--- src/rtl/ekg_sample_receiver_if.sv ---
// Sample stream bundle between the ECG generator, the receiver FIFO and the downstream filter.
// master = stream driver/consumer side (generator + filter), slave = the receiver itself.
interface ekg_sample_receiver_if #(
  parameter int DATA_W = 24
);
  logic signed [DATA_W-1:0] data_in;
  logic                     data_in_valid;
  logic        [DATA_W-1:0] data_out;
  logic                     data_out_valid;
  logic                     data_out_ready;

  modport master (
    output data_in,
    output data_in_valid,
    output data_out_ready,
    input  data_out,
    input  data_out_valid
  );

  modport slave (
    input  data_in,
    input  data_in_valid,
    input  data_out_ready,
    output data_out,
    output data_out_valid
  );
endinterface

--- src/rtl/ekg_sample_receiver.sv ---
// Show-ahead circular sample FIFO with sticky overflow between the ECG generator and the filter.
// Optional build macro DROP_COUNT_EN adds a saturating 16-bit dropped-sample counter port.
module ekg_sample_receiver #(
  parameter int DATA_W = 24,
  parameter int DEPTH  = 16
) (
  input  logic                     clk,
  input  logic                     reset,
  ekg_sample_receiver_if.slave     bus,
  input  logic                     overflow_clr_i,
  output logic [$clog2(DEPTH):0]   level_o,
  output logic                     overflow_o
`ifdef DROP_COUNT_EN
  ,
  output logic [15:0]              drop_count_o
`endif
);

  localparam int AW = $clog2(DEPTH);

  logic [AW:0]       wptr_q, wptr_d;
  logic [AW:0]       rptr_q, rptr_d;
  logic              armed_q;
  logic              overflow_q, overflow_d;
  logic [DATA_W-1:0] mem_q [DEPTH];

  logic empty;
  logic full;
  logic rd_en;
  logic wr_en;
  logic drop;

  // armed_q blocks writes on the first edge after reset release
  always_comb begin
    empty = (wptr_q == rptr_q);
    full  = (wptr_q[AW-1:0] == rptr_q[AW-1:0]) && (wptr_q[AW] != rptr_q[AW]);
    rd_en = !empty && bus.data_out_ready;
    wr_en = armed_q && bus.data_in_valid && (!full || rd_en);
    drop  = armed_q && bus.data_in_valid && full && !rd_en;
  end

  always_comb begin
    wptr_d = wptr_q;
    rptr_d = rptr_q;
    if (wr_en) begin
      wptr_d = wptr_q + (AW+1)'(1);
    end
    if (rd_en) begin
      rptr_d = rptr_q + (AW+1)'(1);
    end
  end

  // a drop in the same cycle as a clear wins
  always_comb begin
    overflow_d = overflow_q;
    if (drop) begin
      overflow_d = 1'b1;
    end else if (overflow_clr_i) begin
      overflow_d = 1'b0;
    end
  end

  always_ff @(posedge clk or negedge reset) begin
    if (!reset) begin
      wptr_q     <= '0;
      rptr_q     <= '0;
      armed_q    <= 1'b0;
      overflow_q <= 1'b0;
    end else begin
      wptr_q     <= wptr_d;
      rptr_q     <= rptr_d;
      armed_q    <= 1'b1;
      overflow_q <= overflow_d;
    end
  end

  // storage is not reset; contents are only visible through valid read pointers
  always_ff @(posedge clk) begin
    if (wr_en) begin
      mem_q[wptr_q[AW-1:0]] <= bus.data_in;
    end
  end

  assign bus.data_out       = empty ? '0 : mem_q[rptr_q[AW-1:0]];
  assign bus.data_out_valid = !empty;
  assign level_o            = wptr_q - rptr_q;
  assign overflow_o         = overflow_q;

`ifdef DROP_COUNT_EN
  logic [15:0] drop_cnt_q, drop_cnt_d;

  always_comb begin
    drop_cnt_d = drop_cnt_q;
    if (overflow_clr_i) begin
      drop_cnt_d = drop ? 16'd1 : 16'd0;
    end else if (drop && (drop_cnt_q != 16'hFFFF)) begin
      drop_cnt_d = drop_cnt_q + 16'd1;
    end
  end

  always_ff @(posedge clk or negedge reset) begin
    if (!reset) begin
      drop_cnt_q <= '0;
    end else begin
      drop_cnt_q <= drop_cnt_d;
    end
  end

  assign drop_count_o = drop_cnt_q;
`endif

endmodule

--- src/flat_wrapper.sv ---
// flat-port wrapper written by rule: the top's interface ports become plain ports
module ekg_sample_receiver_flat 
#(
  parameter int DATA_W = 24,
  parameter int DEPTH  = 16
)
  (clk, reset, overflow_clr_i, level_o, overflow_o, bus_data_in, bus_data_in_valid, bus_data_out_ready, bus_data_out, bus_data_out_valid);
  ekg_sample_receiver_if #(.DATA_W(DATA_W)) bus_i ();
  input  logic clk;
  input  logic reset;
  input  logic overflow_clr_i;
  output logic [$clog2(DEPTH):0] level_o;
  output logic overflow_o;
  input wire logic [$bits(bus_i.data_in)-1:0] bus_data_in;
  input wire logic [$bits(bus_i.data_in_valid)-1:0] bus_data_in_valid;
  input wire logic [$bits(bus_i.data_out_ready)-1:0] bus_data_out_ready;
  output wire logic [$bits(bus_i.data_out)-1:0] bus_data_out;
  output wire logic [$bits(bus_i.data_out_valid)-1:0] bus_data_out_valid;
  assign bus_i.data_in = bus_data_in;
  assign bus_i.data_in_valid = bus_data_in_valid;
  assign bus_i.data_out_ready = bus_data_out_ready;
  assign bus_data_out = bus_i.data_out;
  assign bus_data_out_valid = bus_i.data_out_valid;
  ekg_sample_receiver #(.DATA_W(DATA_W), .DEPTH(DEPTH)) u_core (.clk(clk), .reset(reset), .bus(bus_i), .overflow_clr_i(overflow_clr_i), .level_o(level_o), .overflow_o(overflow_o));
endmodule
--- config.mk ---
export PLATFORM = sky130hd
export DESIGN_NAME = ekg_sample_receiver_flat
export DESIGN_NICKNAME = d
export VERILOG_FILES = /design/src/rtl/ekg_sample_receiver_if.sv /design/src/rtl/ekg_sample_receiver.sv /design/src/flat_wrapper.sv
export SDC_FILE = /design/constraint.sdc
export NUM_CORES = 1
export LEC_CHECK = 0
export CAP_MARGIN = 20
export CORE_AREA = 2 2 203 205
export CTS_BUF_LIST = sky130_fd_sc_hd__clkbuf_16
export CTS_CLUSTER_SIZE = 10
export DETAILED_ROUTE_END_ITERATION = 12
export DIE_AREA = 0 0 205 207
export DONT_BUFFER_PORTS = 1
export MAX_ROUTING_LAYER = met4
export SYNTH_ARGS = -nofsm -noshare
export SYNTH_HDL_FRONTEND = slang
export SYNTH_SLANG_ARGS = --single-unit
--- constraint.sdc ---
create_clock -name clk -period 10.3 [get_ports clk]
set_input_delay 2.06 -clock clk [delete_from_list [all_inputs] [get_ports clk]]
set_output_delay 2.06 -clock clk [all_outputs]
set_load 0.02 [all_outputs]
==> reports/metrics.yaml, run 1 <==
multi_input_area_mm2: 0.00359
grt_pass1_vias: 7604
antenna_found_initial: 0
wirelength_um: 33100
fin_nets: 793
muxShareOfSynthArea: 0.165
rsz0062_at_grt: "no"
via_per_inst: 5.46
io_pins: 60
place_ws_ns: 4.87
syn_inst: 726
start_kind: "flop"
cp.required_ns: 8.24
min_period_over_period: 0.574
drc: 0
ys_warn_count: 0
reg2reg_depth: 6
critPathCaptureType: "output port"
gp_congestion: 0.693
total_leakage_power_nw: 5.63
finalCriticalPeriod_ns: 5.91
max_slew_margin: 0.276
async_reset_ff_frac: 0.0303
synthXorXnorAreaFrac: 0.00676
tritoncts: "built"
cp_slowest_stage_delay_ns: 1.02
ys.flop_type: "edfxtp_1"
core_mm2: 0.0404
row_count: 74
wire_per_inst_um: 25.5
outcome: "finished clean"
cts-resized-gates: 0
drt_iter0_drc: 610
path_clk_slew_ns: 0.05
clock_sinks: 396
synth_top_area_frac: 0.741
slowest_stage: "dfrtp_4"
synth-simple-area-share: 0.0397
grt_pass1_wl_um: 49400
synth_edf_count: 384
whs_path_depth: 1
arrival_ns: 3.85
synth_top_family_by_area: "multiplexers"
r2r-start: "u_core.rptr_q[1]"
cp_max_fo: 55
finClkSkew_ns: 0.0115
clockBufferDepth: 3
holdPathEnd: "u_core.wptr_q[4]"
die_w_um: 205
clk-insertion-delay-late_ns: 0.54
layout_setup_ws_ns: 4.39
synth_cell_types: 31
crit_type: "flop to output port"
yosysSeqAreaShare: 0.761
avgSynthCellArea_um2: 21.4
synth_area_leaders: "edfxtp_1 (74%), mux4_2 (9.4%), mux4_1 (5.2%)"
floorplan.die_area_mm2: 0.0424
cts_root_buf: "clkbuf_16"
worstMarginPinSlew_ns: 1.08
area_delta_synth_final_pct: 12.7
report.power.total_w: 0.00474
cts_made_buffers: 46
cts_setup_buffers: 0
nFillCells: 3483
syn-cell-area_mm2: 0.0156
ctsHoldBuffers: 0
drt_pass1_iterations: 4
start_util: 0.385
globalRouteTotalUtil: 0.163
crit_chain: "buf_4 > mux4_1 > mux2_2 > nand2_1 > nand3_1"
setup_viol: 0
hold_start: "u_core.wptr_q[4]"
final_layout_size_suffix_gt1_frac: 0.235
gr-total-overflow: 0
rrSetupSlack_ns: 6.68
fmax_mhz: 169
irDropWorstVdd_v: 0.000155
vias: 7085
ys_seq_elements: 396
place.detailed.hpwl_um: 16500
final_hold_viol_count: 0
synth_fa_ha_area_frac: 0.00853
fp.dieH_um: 207
holdWs_ns: 0.487
postRouteAntennaNets: 0
cap_violations: 0
num_antenna_cells: 0
htreeDepth: 2
timing.setup.tns_ns: 0
yosysTopAreaCell: "edfxtp_1"
synthesis.nets: 765
seqCellArea_mm2: 0.0118
min_path_type: "flop to flop"
synth_compound_area_frac: 0.00402
grt_max_degree: 57
slew_violations: 0
io_buffer_count: 0
power_density_mw_per_mm2: 270
reg2reg_to: "u_core.mem_q[12][11]"
utilization: 0.434
[how the worst max path moves through the flow]
stage                  startpoint                 end  slack [ns]
6_report         u_core.rptr_q[0]     bus_data_out[8]        4.39
5_1_grt          u_core.rptr_q[0]    bus_data_out[11]        4.12
4_1_cts          u_core.rptr_q[0]     bus_data_out[1]        4.29
3_5_place_dp     u_core.rptr_q[0]    bus_data_out[23]        4.87
3_3_place_gp     u_core.rptr_q[0]    bus_data_out[23]        4.86
2_1_floorplan  bus_data_out_ready  u_core.mem_q[0][0]        5.73
[state kept, by name (all words and copies together), names as in the netlist]
| signal | count |
|---|---|
| u_core.armed_q | 1 |
| u_core.mem_q | 384 |
| u_core.overflow_o | 1 |
| u_core.wptr_q | 5 |
| u_core.rptr_q | 5 |
[cell usage after synthesis, drive strengths merged, types with 3 or more instances]
library cell  number
xnor2             10
edfxtp           384
ha                 9
nor3               5
a21oi              3
nor2              14
nand4              3
buf               17
nand2             31
inv                8
dfrtp             12
nand3             74
mux4              96
clkbuf            20
mux2              25
[layout by cell type (no fill, tap or decap), types with 3 or more instances in the layout]
| cell | netlist | final |
|---|---|---|
| xnor2_1 | 10 | 10 |
| ha_1 | 9 | 9 |
| edfxtp_1 | 384 | 384 |
| nand4_1 | 3 | 3 |
| mux2_2 | 25 | 25 |
| inv_1 | 7 | 17 |
| dfrtp_1 | 12 | 10 |
| nand2_1 | 31 | 30 |
| nor3_2 | 0 | 4 |
| mux4_1 | 31 | 31 |
| mux4_2 | 65 | 65 |
| nand3_1 | 74 | 74 |
| nor2_4 | 0 | 9 |
| clkbuf_16 | 0 | 47 |
| nor2_2 | 0 | 5 |
| buf_4 | 7 | 14 |
[cells by family after synthesis]
group                      count (synthesis)
other                                      1
DFF                                      396
adders and majority gates                 10
and+or+nand+nor                          132
xor gates and xnor gates                  12
AOI/OAI and AO/OA                          9
buffers and inverters                     45
muxes                                    121
[area by class of cell]
class	count	area share
inverter	8	0.00171
sequential	396	0.675
timing repair buffer	17	0.00985
clock inverter	13	0.00343
multi-input combinational	285	0.205
clock buffer	47	0.0671
tap	532	0.0380
[power by group]
part / internal (W) / switching [W] / total (W)
clock network: 0.000805 / 0.000579 / 0.00138
registers: 0.00187 / 0.000141 / 0.00201
logic: 0.000557 / 0.000787 / 0.00134
total: 0.00323 / 0.00151 / 0.00474
[layer usage]
layer | part of all wire | GRT usage | vias to the layer above
li1 | - | - | 3063
met3 | 0.060 | 0.0385 | 51
met1 | 0.43 | 0.214 | 3789
met5 | 0 | - | -
met2 | 0.49 | 0.260 | 182
met4 | 0.015 | 0.0375 | 0
[worst max-delay path, delay by kind of cell, from the launching register on]
family        cells  cell delay (ns)
mux               2             0.92
simple gates      2             0.36
flops             1             1.02
buf+inv           1             0.93
[per-stage QoR]
stage,std cells,area [um^2]
final,1298,17500
after global routing,1298,17500
after CTS,1296,17500
after detailed placement,1236,16200
after global placement,1235,16200
after floorplan,726,15600
Power figures use the tool's default switching activity.
==> inputs of run 2 (changes only) <==
==> constraint.sdc (replaced) <==
create_clock -name clk -period 5.44 [get_ports clk]
set_input_delay 1.088 -clock clk [delete_from_list [all_inputs] [get_ports clk]]
set_output_delay 1.088 -clock clk [all_outputs]
set_load 0.02 [all_outputs]
==> run 2 against run 1 <==
  * Worst setup slack got worse by 3.4 ns
  * Die area stayed put
  * Register-to-register slack lost 4.7 ns
  * Global-route usage is 0.49 points lower
  * Via count decreased by 0.69%
  * Combinational power up 100%
  * First-iteration DRC count grew 15%
  * Non-clock buffer count shrank 1
  * Power is 90% higher
==> reports/metrics.yaml, run 2 (synthesized netlist as in run 1, its figures left out) <==
area_delta_synth_final_pct: 12.6
fp.dieH_um: 207  # unchanged
cp_max_fo: 26  # -53%
clk-insertion-delay-late_ns: 0.54  # about the same
clock_sinks: 396  # unchanged
start_kind: "flop"
ctsHoldBuffers: 0  # unchanged
drt_iter0_drc: 700  # +15%
worstMarginPinSlew_ns: 1.04  # -0.0382 ns
via_per_inst: 5.42  # -0.62%
row_count: 74  # unchanged
grt_pass1_vias: 7381  # -2.9%
die_w_um: 205  # unchanged
holdWs_ns: 0.247  # -0.239 ns
reg2reg_depth: 6  # unchanged
io_buffer_count: 0  # unchanged
wl_met1_um: 14800  # +3.1%
crit_end: "bus_data_out[5]"
tritoncts: "built"
wl_met2_um: 15000  # -8.1%
clockBufferDepth: 3  # unchanged
gp_congestion: 0.682  # -1.6%
io_pins: 60  # unchanged
final_layout_size_suffix_gt1_frac: 0.233  # -0.00231
setup_viol: 0  # unchanged
cts_made_buffers: 46  # unchanged
antenna_found_initial: 0  # unchanged
stdcell_area_mm2: 0.0175  # -0.12%
start_util: 0.385  # unchanged
critPathCaptureType: "output port"
wire_per_inst_um: 24.4  # -4.2%
total_leakage_power_nw: 5.62  # -0.13%
cp.required_ns: 4.35  # -3.89 ns
final_hold_viol_count: 0  # unchanged
startpoint: "u_core.rptr_q[2]"
place.detailed.hpwl_um: 16600  # +0.38%
irDropWorstVdd_v: 0.000350  # +130%
fmax_mhz: 226
drc: 0  # unchanged
path_clk_slew_ns: 0.05  # about the same
core_mm2: 0.0404  # unchanged
largest_reg_flops: 384  # unchanged
vias: 7036  # -0.69%
postRouteAntennaNets: 0  # unchanged
outcome: "finished clean"
floorplan.die_area_mm2: 0.0424  # unchanged
wirelength_um: 31700  # -4.3%
cts-resized-gates: 0  # unchanged
drt_pass1_iterations: 5  # +1
maxUsedRoutingLayer: "met4"
max_slew_margin: 0.302  # +0.0256
grt_pass1_wl_um: 48000  # -2.9%
power_density_mw_per_mm2: 513  # +90%
gr-total-overflow: 0  # unchanged
met3_length_um: 1450  # -27%
rsz0062_at_grt: "no"
rrSetupSlack_ns: 2.03  # -4.65 ns
layout_commonest_cell: "edfxtp_1"
num_antenna_cells: 0  # unchanged
htreeDepth: 2  # unchanged
reg2reg_to: "u_core.mem_q[9][16]"
finClkSkew_ns: 0.0157  # +0.00415 ns
cts_setup_buffers: 0  # unchanged
slew_violations: 0  # unchanged
r2r-start: "u_core.rptr_q[2]"
fin_nets: 792  # -0.13%
min_period_over_period: 0.815
dpl-instance-area_mm2: 0.0162  # unchanged
place_ws_ns: 1.32  # -3.55 ns
arrival_ns: 3.35  # -0.50 ns
final_cell_mix: "edfxtp_1 (384), nand3_1 (74), mux4_2 (65)"
report.power.total_w: 0.00899  # +90%
cap_violations: 0  # unchanged
min_path_type: "input pin to async pin"
crit_type: "flop to output port"
layout_setup_ws_ns: 1.01  # -3.38 ns
globalRouteTotalUtil: 0.158  # -0.00487
grt_max_degree: 100  # +75%
nFillCells: 3474  # -0.26%
finalCriticalPeriod_ns: 4.43
cts_root_buf: "clkbuf_16"
timing.setup.tns_ns: 0  # unchanged
[run 2: cell types whose count changed in the layout (fill, tap and decap cells not counted)]
cell / before / now
buf_12: 2 / 1
clkinv_1: 0 / 1
clkinv_2: 1 / 0
[run 2: critical path: stages (launching register included)]
cell and delay, ns:
dfrtp_1 0.43, inv_2 0.59, ha_1 0.41, and4_1 0.26, nand2_2 0.47, buf_16 0.24
nand3_1 0.09, nand3_1 0.28
[run 2: per-layer routing]
layer,vias up,track usage
li1,3060,-
met1,3765,0.226
met2,166,0.238
met3,45,0.0275
met4,0,0.0382
met5,-,-
[run 2: power breakdown]
part	total (W)	internal, W	switching [W]
registers	0.00369	0.00354	0.000146
clock network	0.00262	0.00152	0.00109
logic	0.00268	0.00108	0.00160
total	0.00899	0.00614	0.00284
[run 2: through the flow]
stage	instances	utilization
final	1297	0.434
after global routing	1297	0.434
after CTS	1296	0.433
after detailed placement	1236	0.402
after global placement	1236	0.402
after floorplan	726	-
[run 2: how the worst min path moves through the flow]
| stage | start | endpoint | cells past startpoint |
|---|---|---|---|
| finish | reset | u_core.rptr_q[0] | 0 |
| global route | reset | u_core.rptr_q[3] | 0 |
| floorplan | u_core.wptr_q[4] | u_core.wptr_q[4] | 1 |
| CTS | reset | u_core.rptr_q[3] | 0 |
| global placement | u_core.wptr_q[4] | u_core.wptr_q[4] | 1 |
| detailed placement | u_core.wptr_q[4] | u_core.wptr_q[4] | 1 |
[run 2: area by class of cell]
cell class / count / area (um^2) / area share
repair buffers: 16 / 153 / 0.00872
clock buffers: 47 / 1180 / 0.0672
clock inverters: 13 / 58.8 / 0.00336
inverters: 8 / 30.0 / 0.00172
well taps: 532 / 666 / 0.0380
flip-flops and latches: 396 / 11800 / 0.676
multi-input cells: 285 / 3590 / 0.205
==> RTL change 1, RTL diff (config.mk and constraints of run 2) <==
Register the output `level_o`, with the module's reset; this adds one clock of latency there. The other outputs are not delayed to match.
--- a/src/rtl/ekg_sample_receiver.sv
+++ b/src/rtl/ekg_sample_receiver.sv
@@ -84,5 +84,11 @@
   assign bus.data_out       = empty ? '0 : mem_q[rptr_q[AW-1:0]];
   assign bus.data_out_valid = !empty;
-  assign level_o            = wptr_q - rptr_q;
+  always_ff @(posedge clk or negedge reset) begin
+    if (!reset) begin
+      level_o <= '0;
+    end else begin
+      level_o <= wptr_q - rptr_q;
+    end
+  end
   assign overflow_o         = overflow_q;
 
Formal check against the unedited RTL: not equivalent (a bounded check fails within 4 cycles, from zero or initial values and one cycle with reset low).
==> RTL change 1 against run 2 <==
Die area is the same; sequential cell count increased by 5; setup slack worse by 290 ps; register-to-register slack worse by 150 ps; routed wire length shrank 0.24%; cell area up 0.76%; power increased by 0.40%; area after synthesis up 0.80%; critical path type unchanged.
==> RTL change 1: results (changes against run 2) <==
- GR Layer Usage met3: 3.82% (was 2.75%)
- DP HPWL: 16900 microns (was 16600 microns)
- Vias in the first global route: 7289 (was 7381)
- NumNets Final: 796 (was 792)
- R2R Setup Slk: 1880 ps (was 2030 ps)
- Met2 GRT Util: 24.6% (was 23.8%)
- Ranking of synthesized cells by area: edfxtp_1 (74%), mux4_2 (9.3%), mux4_1 (5.2%) (was edfxtp_1 (74%), mux4_2 (9.4%), mux4_1 (5.2%))
- Largest stage delay, worst path: 650 ps (was 590 ps)
- Avg Inst Size Synth: 21.5 sq um (was 21.4 sq um)
- Vias per inst: 5.32 (was 5.42)
- First-pass GRT wire length: 47500 microns (was 48000 microns)
- Status: completed (unchanged)
- Met1 Usage GRT: 20.8% (was 22.6%)
- Async SR Flop Fraction: 4.24% (was 3.03%)
- Leak pwr: 5.69 nW (was 5.62 nW)
- CP max FO: 39 (was 26)
- Slew margin rel.: 26.1% (was 30.2%)
- Clock sinks: 401 (was 396)
- Comb pwr: 0.00253 W (was 0.00268 W)
- P_sw: 0.00278 W (was 0.00284 W)
- Clk_skew: 13.9 ps (was 15.7 ps)
- Share of cells above drive strength 1: 23.1% (was 23.3%)
- Clk pwr: 0.00267 W (was 0.00262 W)
- CP Data Arrival Time: 3630 ps (was 3350 ps)
- Peak VDD IR: 0.323 mV (was 0.350 mV)
- Hold slack final: 241 ps (was 247 ps)
[RTL change 1: final cells by class]
cell class,instances,area [sq um]
Fill cell,3432,22700
Clock inverter,13,50.0
Clock buffer,49,1230
Tap cell,532,666
Multi-Input combinational cell,285,3580
Sequential cell,401,12000
Timing Repair Buffer,15,125
Inverter,8,30.0
[RTL change 1: per-layer routing]
metal	wire [microns]	up-vias
met2	15500	138
li1	-	3068
met4	444	0
met3	1800	42
met5	0	-
met1	13900	3684
[RTL change 1: path summary, 6_finish.rpt]
check / from / endpoint
max in group asynchronous: reset / u_core.rptr_q[1]$_DFFE_PN0P_
hold reg to reg: u_core.rptr_q[4]$_DFFE_PN0P_ / u_core.rptr_q[4]$_DFFE_PN0P_
setup / recovery: u_core.rptr_q[2]$_DFFE_PN0P_ / bus_data_out[21]
setup reg to reg: u_core.rptr_q[2]$_DFFE_PN0P_ / u_core.mem_q[12][7]$_DFFE_PP_
min in group clk: u_core.rptr_q[4]$_DFFE_PN0P_ / u_core.rptr_q[4]$_DFFE_PN0P_
hold / removal: reset / u_core.rptr_q[2]$_DFFE_PN0P_
[RTL change 1: cell families (layout without fill, tap and decap cells)]
kind of cell / count (synthesis) / count (layout) / synth area share, %
AOI/OAI and AO/OA: 9 / 9 / 0.399
xor gates and xnor gates: 12 / 12 / 0.670
adders and majority gates: 10 / 10 / 0.846
buffers and inverters: 45 / 85 / 1.55
DFF: 401 / 401 / 76.3
muxes: 121 / 121 / 16.3
other: 1 / 1 / 0.0239
and+or+nand+nor: 132 / 132 / 3.93
==> RTL change 2, RTL diff (settings of run 2) <==
Without the edit above. `DATA_W` is set to 24 in 3 places; all go to 16.
--- a/src/rtl/ekg_sample_receiver_if.sv
+++ b/src/rtl/ekg_sample_receiver_if.sv
@@ -2,5 +2,5 @@
 // master = stream driver/consumer side (generator + filter), slave = the receiver itself.
 interface ekg_sample_receiver_if #(
-  parameter int DATA_W = 24
+  parameter int DATA_W = 16
 );
   logic signed [DATA_W-1:0] data_in;
--- a/src/rtl/ekg_sample_receiver.sv
+++ b/src/rtl/ekg_sample_receiver.sv
@@ -2,5 +2,5 @@
 // Optional build macro DROP_COUNT_EN adds a saturating 16-bit dropped-sample counter port.
 module ekg_sample_receiver #(
-  parameter int DATA_W = 24,
+  parameter int DATA_W = 16,
   parameter int DEPTH  = 16
 ) (
--- a/src/flat_wrapper.sv
+++ b/src/flat_wrapper.sv
@@ -2,5 +2,5 @@
 module ekg_sample_receiver_flat 
 #(
-  parameter int DATA_W = 24,
+  parameter int DATA_W = 16,
   parameter int DEPTH  = 16
 )
Interface: changed (resized bus_data_in and bus_data_out); port bits go from 60 to 44. No check against the original RTL was run, so the function may have changed too.
==> RTL change 2 against run 2 <==
Die area unchanged; largest cell class unchanged; cell area fell by 31%; final cell count is 16% lower; utilization decreased by 13 points; setup slack better by 110 ps; via count is 32% lower; sequential cell count fell by 128; area after synthesis fell by 33%; power fell by 31%; routed wire length is 29% lower.
==> RTL change 2: results (changes against run 2) <==
- Status: completed (unchanged)
- Input/output buffers: 0 (unchanged)
- Most frequent cells after synthesis: edfxtp_1 (256), mux4_2 (64), nand2_1 (38) (was edfxtp_1 (384), nand3_1 (74), mux4_2 (65))
- Vias per inst: 4.45 (was 5.42)
- Share of cells above drive strength 1: 24.8% (was 23.3%)
- Async SR Flop Fraction: 4.48% (was 3.03%)
- GRT Util Overall: 11.1% (was 15.8%)
- 1st-pass router iterations: 7 (was 5)
- Clock Latency Late Sink: 560 ps (was 540 ps)
- Post-CTS Setup Bufs: 0 (unchanged)
- Clk_skew: 11.1 ps (was 15.7 ps)
- Drt first-iter violations: 514 (was 700)
- CP max stage cell: and3_1 (was inv_2)
- Clock slew at reported path FFs: 50 ps (about the same)
- Largest net degree at the start of global routing: 68 (was 100)
- H-tree level count: 1 (was 2)
- Worst setup startpoint: u_core.rptr_q[2]$_DFFE_PN0P_ (unchanged)
- Max reg flops: 256 (was 384)
- Worst r2r dst: u_core.mem_q[4][3]$_DFFE_PP_ (was u_core.mem_q[9][16]$_DFFE_PP_)
- R2R Setup Slk: 2300 ps (was 2030 ps)
- Distinct cells, synth: 33 (was 31)
- Post-synth EDFFs: 256 (was 384)
- Post-synthesis sequential area ratio: 76.2% (was 76.1%)
- PostCTS Resize Cnt: 0 (unchanged)
- CP top delay family: simple AND/OR/NAND/NOR gates (unchanged)
- GPL Wtd Cong: 0.736 (was 0.682)
- Peak VDD IR: 0.238 mV (was 0.350 mV)
- Slew margin rel.: 24.3% (was 30.2%)
- Ranking of synthesized cells by area: edfxtp_1 (73%), mux4_2 (14%), dfrtp_1 (2.9%) (was edfxtp_1 (74%), mux4_2 (9.4%), mux4_1 (5.2%))
- First-pass GRT wire length: 33900 microns (was 48000 microns)
- YS warnings: 0 (unchanged)
- Num CTS Buffers: 30 (was 46)
- Leak pwr: 3.89 nW (was 5.62 nW)
- Worst hold path type: in2async (unchanged)
- NumNets Final: 556 (was 792)
- Routed WL: 22500 microns (was 31700 microns)
- Clock buffer depth: 3 (unchanged)
- Initial antenna violation count: 1 (was 0)
- CP max FO: 18 (was 26)
- Crit path capture: bus_data_out[8] (was bus_data_out[5])
- Vias in the first global route: 5076 (was 7381)
- Fillers: 3962 (was 3474)
- CP Data Arrival Time: 3240 ps (was 3350 ps)
- R2R depth: 6 (unchanged)
- DP HPWL: 13500 microns (was 16600 microns)
- Syn Nets: 529 (was 765)
- Largest stage delay, worst path: 790 ps (was 590 ps)
RTL change 2: cell types whose count changed after synthesis, sizes merged, moves of 2 or more:
cell,before,now
a221o,0,16
edfxtp,384,256
and3,2,5
nor2,14,12
clkbuf,20,8
mux2,25,1
a21oi,3,18
nand3,74,3
nand2,31,39
mux4,96,64
RTL change 2: cell families (layout without fill, tap and decap cells):
kind of cell / after synthesis / in the layout / share of synthesized area, %
other: 1 / 3 / 0.0358
flip-flops: 268 / 268 / 76.2
multiplexers: 65 / 65 / 13.9
XOR/XNOR: 12 / 12 / 1.18
buffers and inverters: 32 / 83 / 1.61
AO/OA/AOI/OAI: 41 / 41 / 2.96
AND/OR/NAND/NOR: 69 / 69 / 2.90
adder cells (fa/ha/maj): 10 / 10 / 1.27
RTL change 2: metal layers:
metal	track usage [%]	vias up	wire, microns
li1	-	2108	-
met1	13.6	2542	9120
met3	1.87	37	1420
met5	-	-	0
met2	18.7	128	11400
met4	3.80	0	529
RTL change 2: final cells by class:
type,count,share of cell area (%)
Sequential cell,268,66.0
Multi-Input combinational cell,198,19.6
Clock buffer,31,6.41
Tap cell,532,5.50
Timing Repair Buffer,19,1.33
Clock inverter,25,0.775
Inverter,8,0.248
Antenna cell,2,0.0414
RTL change 2: where the power goes:
part	internal (W)	total, W	switching (W)
Clock	0.00101	0.00176	0.000750
Combinational	0.000767	0.00191	0.00114
Sequential	0.00240	0.00252	0.000120
Total	0.00418	0.00619	0.00201
RTL change 2: stage by stage:
stage	worst slack, ps	instance area (sq um)	hold slack [ps]	instances	util (%)
after floorplan	1800	10500	503	498	-
after CTS	1020	12100	208	1080	29.9
after global placement	1620	11200	543	1022	27.7
final	1110	12100	228	1083	30.0
after detailed placement	1610	11200	541	1024	27.8
after global routing	919	12100	212	1081	30.0
